--- src/rtl/qerv_lsu_ctrl.sv ---
// Load/store sequencer for qerv_bufreg2: operand shift-in, bus transaction,
// load-data shift-out, plus byte-lane selects and per-cycle byte qualifier.
module qerv_lsu_ctrl #(
  parameter int BITS_PER_CYCLE = 4,
  parameter int CYCLES         = 32 / BITS_PER_CYCLE
) (
  input  logic       i_clk,
  input  logic       i_rst_n,
  input  logic       i_req,
  input  logic       i_we,
  input  logic [1:0] i_size,
  input  logic [1:0] i_lsb,
  output logic       o_busy,
  output logic       o_done,
  output logic       o_misalign,
  output logic       o_init,
  output logic       o_en,
  output logic       o_cnt_done,
  output logic       o_byte_valid,
  output logic       o_load,
  output logic [1:0] o_lsb,
  output logic       o_wb_cyc,
  output logic       o_wb_we,
  output logic [3:0] o_wb_sel,
  input  logic       i_wb_ack
);

  localparam int CW = $clog2(CYCLES);

  typedef enum logic [2:0] {S_IDLE, S_INIT, S_BUS, S_SHIFT, S_DONE} state_t;

  state_t        r_state, w_state_nxt;
  logic [CW-1:0] r_cnt, w_cnt_nxt;
  logic          r_we;
  logic [1:0]    r_size;
  logic [1:0]    r_lsb;
  logic          r_misalign;

  logic          w_accept;
  logic          w_misaligned;
  logic          w_last;
  logic [1:0]    w_byte_idx;
  logic          w_shift_valid;
  logic [3:0]    w_sel;

  assign w_accept     = (r_state == S_IDLE) && i_req;
  assign w_misaligned = ((i_size == 2'd1) && i_lsb[0]) || (i_size[1] && (i_lsb != 2'd0));
  assign w_last       = (r_cnt == CW'(CYCLES - 1));

  // Byte of the 32-bit word currently passing through the shift path.
  assign w_byte_idx    = 2'((32'(r_cnt) * BITS_PER_CYCLE) / 8);
  assign w_shift_valid = (w_byte_idx == 2'd0) ||
                         ((w_byte_idx == 2'd1) && (r_size >= 2'd1)) ||
                         (r_size >= 2'd2);

  always_comb begin
    case (r_size)
      2'd0:    w_sel = 4'b0001 << r_lsb;
      2'd1:    w_sel = 4'b0011 << r_lsb;
      default: w_sel = 4'b1111;
    endcase
  end

  // NOTE: sequential state uses non-blocking assignments so every register
  // samples pre-edge values regardless of process ordering.
  always_ff @(posedge i_clk or negedge i_rst_n) begin
    if (!i_rst_n) begin
      r_state    <= S_IDLE;
      r_cnt      <= '0;
      r_we       <= 1'b0;
      r_size     <= 2'd0;
      r_lsb      <= 2'd0;
      r_misalign <= 1'b0;
    end else begin
      r_state    <= w_state_nxt;
      r_cnt      <= w_cnt_nxt;
      r_misalign <= w_accept && w_misaligned;
      if (w_accept) begin
        r_we   <= i_we;
        r_size <= i_size;
        r_lsb  <= i_lsb;
      end
    end
  end

  // NOTE: every output of this block gets a default first; a missed branch
  // would otherwise infer a latch.
  always_comb begin
    w_state_nxt  = r_state;
    w_cnt_nxt    = r_cnt;
    o_done       = 1'b0;
    o_init       = 1'b0;
    o_en         = 1'b0;
    o_cnt_done   = 1'b0;
    o_byte_valid = 1'b0;
    o_load       = 1'b0;
    o_wb_cyc     = 1'b0;
    o_wb_we      = 1'b0;
    o_wb_sel     = 4'b0000;
    case (r_state)
      S_IDLE: begin
        if (i_req && !w_misaligned) begin
          w_state_nxt = S_INIT;
          w_cnt_nxt   = '0;
        end
      end
      S_INIT: begin
        o_init       = 1'b1;
        o_en         = 1'b1;
        o_byte_valid = 1'b1;
        w_cnt_nxt    = r_cnt + CW'(1);
        if (w_last) begin
          o_cnt_done  = 1'b1;
          w_state_nxt = S_BUS;
          w_cnt_nxt   = '0;
        end
      end
      S_BUS: begin
        o_wb_cyc = 1'b1;
        o_wb_we  = r_we;
        o_wb_sel = w_sel;
        if (i_wb_ack) begin
          if (r_we) begin
            w_state_nxt = S_DONE;
          end else begin
            o_load      = 1'b1;
            w_state_nxt = S_SHIFT;
            w_cnt_nxt   = '0;
          end
        end
      end
      S_SHIFT: begin
        o_en         = 1'b1;
        o_byte_valid = w_shift_valid;
        w_cnt_nxt    = r_cnt + CW'(1);
        if (w_last) begin
          o_cnt_done  = 1'b1;
          w_state_nxt = S_DONE;
        end
      end
      S_DONE: begin
        o_done      = 1'b1;
        w_state_nxt = S_IDLE;
      end
      default: w_state_nxt = S_IDLE;
    endcase
  end

  assign o_busy     = (r_state != S_IDLE);
  assign o_misalign = r_misalign;
  assign o_lsb      = r_lsb;

endmodule

--- config.mk ---
export PLATFORM = sky130hd
export DESIGN_NAME = qerv_lsu_ctrl
export DESIGN_NICKNAME = d
export VERILOG_FILES = /design/src/rtl/qerv_lsu_ctrl.sv
export SDC_FILE = /design/constraint.sdc
export NUM_CORES = 1
export LEC_CHECK = 0
export ABC_AREA = 1
export CAP_MARGIN = 20
export CORE_MARGIN = 3
export CORE_UTILIZATION = 40
export CTS_CLUSTER_DIAMETER = 50
export DETAILED_ROUTE_END_ITERATION = 8
export PLACE_DENSITY = 0.72
export SYNTH_ARGS = -nofsm -noshare
export SYNTH_HDL_FRONTEND = slang
export SYNTH_SLANG_ARGS = --single-unit
--- constraint.sdc ---
create_clock -name i_clk -period 1.2 [get_ports i_clk]
set_input_delay 0.24 -clock i_clk [delete_from_list [all_inputs] [get_ports i_clk]]
set_output_delay 0.24 -clock i_clk [all_outputs]
set_load 0.02 [all_outputs]
==> results.json <==
{
  "status": "finished with violations",
  "violations": "setup timing",
  "synthTopCellsByArea": "dfrtp_1 (40%), nand2_1 (14%), inv_1 (7.0%)",
  "synth-seq-area-share_pct": 39.9,
  "clk_latency_ns": 0.28,
  "syn_nets": 109,
  "cts_root_buf": "clkbuf_4",
  "netlist.area_leader.share_pct": 39.9,
  "slew_headroom_pct": 76.3,
  "coreArea_um2": 1750,
  "grt_overflow_total": 0,
  "antenna_found_initial": 0,
  "ys.flop_type": "dfrtp_1",
  "rows": 15,
  "fin_tns_setup_ns": -5.43,
  "holdBufCountCts": 0,
  "fin_crit_ns": 1.57,
  "dp.cells": 175,
  "num_io_pins": 25,
  "max_stage_delay_ns": 0.45,
  "start_util_pct": 43.1,
  "setup_slack_ns": -0.367,
  "setup_violations": 26,
  "slew_viol_final": 0,
  "avgViaCountPerCell": 4.82,
  "wl_um": 2410,
  "grt_usage_pct": 21.0,
  "dieArea_um2": 2440,
  "ir_drop_v": 0.00206,
  "synthMostInstantiatedCell": "nand2_1",
  "path_cells": "nor3_4, inv_2, a21oi_2, buf_4",
  "finalNonFillerCells": 186,
  "drv_cap": 0,
  "cts_buffers": 3,
  "grt_pass1_wl_um": 3880,
  "cts_sinks": 12,
  "cp-end-kind": "output port",
  "yosys.area.top_type": "dfrtp_1",
  "ys_ff_latch": 12,
  "synth.cell_area_um2": 752,
  "final_nets": 173,
  "routabilityCongestion": 0.779,
  "fin_crit_sh_pct": 131,
  "dr.pass1.iters": 4,
  "utilization_pct": 84.0,
  "cp.arrival_ns": 1.33,
  "wl_per_cell_um": 13.0,
  "synthTopCellsByCount": "nand2_1 (28), inv_1 (14), dfrtp_1 (12)",
  "cp_top_family": "flip-flops",
  "yosysWarnings": 0,
  "async_reset_ff_share_pct": 100,
  "dr_total_vias": 897,
  "grt_pass1_vias": 896,
  "path_class": "reg -> out",
  "h-tree-depth": 1,
  "portBuffers": 24,
  "num_antenna_cells": 0,
  "power_density_nw_per_um2": 2760,
  "hold_path_class": "in -> async",
  "crit_fanout": 4,
  "r2r_end": "r_cnt[2]",
  "p_leak_uw": 0.000751,
  "max_freq_ghz": 0.638,
  "cts_tree": "built",
  "syn_area_per_cell_um2": 7.67,
  "drt_first_iter_violations": 4,
  "rsz0062_at_grt": "yes",
  "detail-route-antenna-nets": 0,
  "grt_max_degree": 13,
  "r2r_start": "r_state[0]",
  "cts_buffer_depth": 2,
  "drc": 0,
  "crit_slowest_cell": "dfrtp_2",
  "fp.dieH_um": 49.4,
  "critPathLaunchType": "register",
  "fp.dieW_um": 49.4,
  "finalHoldViolCount": 0,
  "r2r_slack_ns": -0.17,
  "cp_num_buf_inv": 2,
  "cp.required_ns": 0.96,
  "dp_hpwl_um": 1650,
  "syn-instance-count": 98,
  "area_growth_pct": 95.0,
  "fin_worst_skew_ns": 0.00767,
  "cts.clk_slew.worst_paths_ns": 0.09,
  "max_slew.worst_pin.slew_ns": 0.354,
  "drive_above_1_share_pct": 62.1,
  "reg2regPathDepth": 7,
  "hold-worst-slack_ns": 0.258,
  "place_worst_setup_slack_ns": -0.502,
  "ys_types": 22,
  "synth_edf_count": 0
}
==> report_power, final <==
part           total (uW)  leakage (uW)  switching [uW]  internal [uW]
Combinational        2950      0.000583            1530           1420
Sequential            753      0.000147             168            585
Clock                 336     0.0000210             152            185
Total                4040      0.000751            1850           2190
==> worst reg2reg max path, stage by stage (launching register included) <==
cell and delay (ns):
dfrtp_2 0.45, buf_6 0.14, nor3_4 0.23, buf_6 0.18
nand2_4 0.08, nand3_4 0.09, nand2_1 0.06, nand2_1 0.07
==> worst max path at each step <==
stage                     from           to  slack (ns)  cells past startpoint
floorplan           r_state[1]  o_wb_sel[1]       -0.28                      4
global placement    r_state[0]  o_wb_sel[3]       -0.48                      4
detailed placement  r_state[2]       o_load       -0.50                      4
CTS                 r_state[1]  o_wb_sel[3]       -0.36                      5
global route        r_state[1]  o_wb_sel[3]       -0.44                      5
finish              r_state[0]  o_wb_sel[3]       -0.37                      4
==> cell usage in the layout, fill, tap and decap left out, drive strengths merged <==
cell and count:
a31oi 2, o21ai 6, buf 50, inv 18
a21oi 8, nor2 10, nor3 2, nand2 31
nor3b 1, ha 2, dfrtp 12, nand3 3
nand4 2, clkbuf 5, o21bai 1, clkdlybuf4s50 8
==> state kept, by name, indices dropped and copies added (netlist names) <==
| signal | cells |
|---|---|
| r_we | 1 |
| o_lsb | 2 |
| r_state | 3 |
| r_cnt | 3 |
| r_size | 2 |
| o_misalign | 1 |
==> area by class of cell <==
type	count	area, um^2
Fill cell	99	279
Clock buffer	4	36.3
Tap cell	25	31.3
Inverter	18	70.1
Multi-Input combinational cell	68	512
Timing Repair Buffer	59	514
Sequential cell	12	303
==> layer usage <==
layer  wire length (um)  GRT usage, %  vias to the layer above
li1                   -             -                      437
met1                993          22.8                      432
met2               1300          39.1                       23
met3                 78          2.45                        5
met4                 44          11.4                        0
met5                  0             0                        -
==> per-stage QoR <==
step,total power (uW),cell area (um^2)
final,4040,1470
after global routing,4300,1470
after CTS,3710,1390
after detailed placement,3100,1250
after global placement,3040,1250
after floorplan,1960,774
==> repair_timing <==
action | in CTS | in global routing
cloned | 1 | 0
setup endpoints to repair | 28 | 28
buffers inserted | 5 | 5
pin swaps | 4 | 7
gates resized for setup | 103 | 24
==> cell families (layout without fill, tap and decap cells) <==
kind of cell | count (synthesis) | count (layout) | share of synthesized area, %
flip-flops | 12 | 12 | 39.9
buffers and inverters | 19 | 81 | 10.5
AO/OA/AOI/OAI | 17 | 17 | 14.5
adder cells (fa/ha/maj) | 2 | 2 | 3.33
AND/OR/NAND/NOR | 48 | 49 | 31.8
Power figures use the tool's default switching activity.
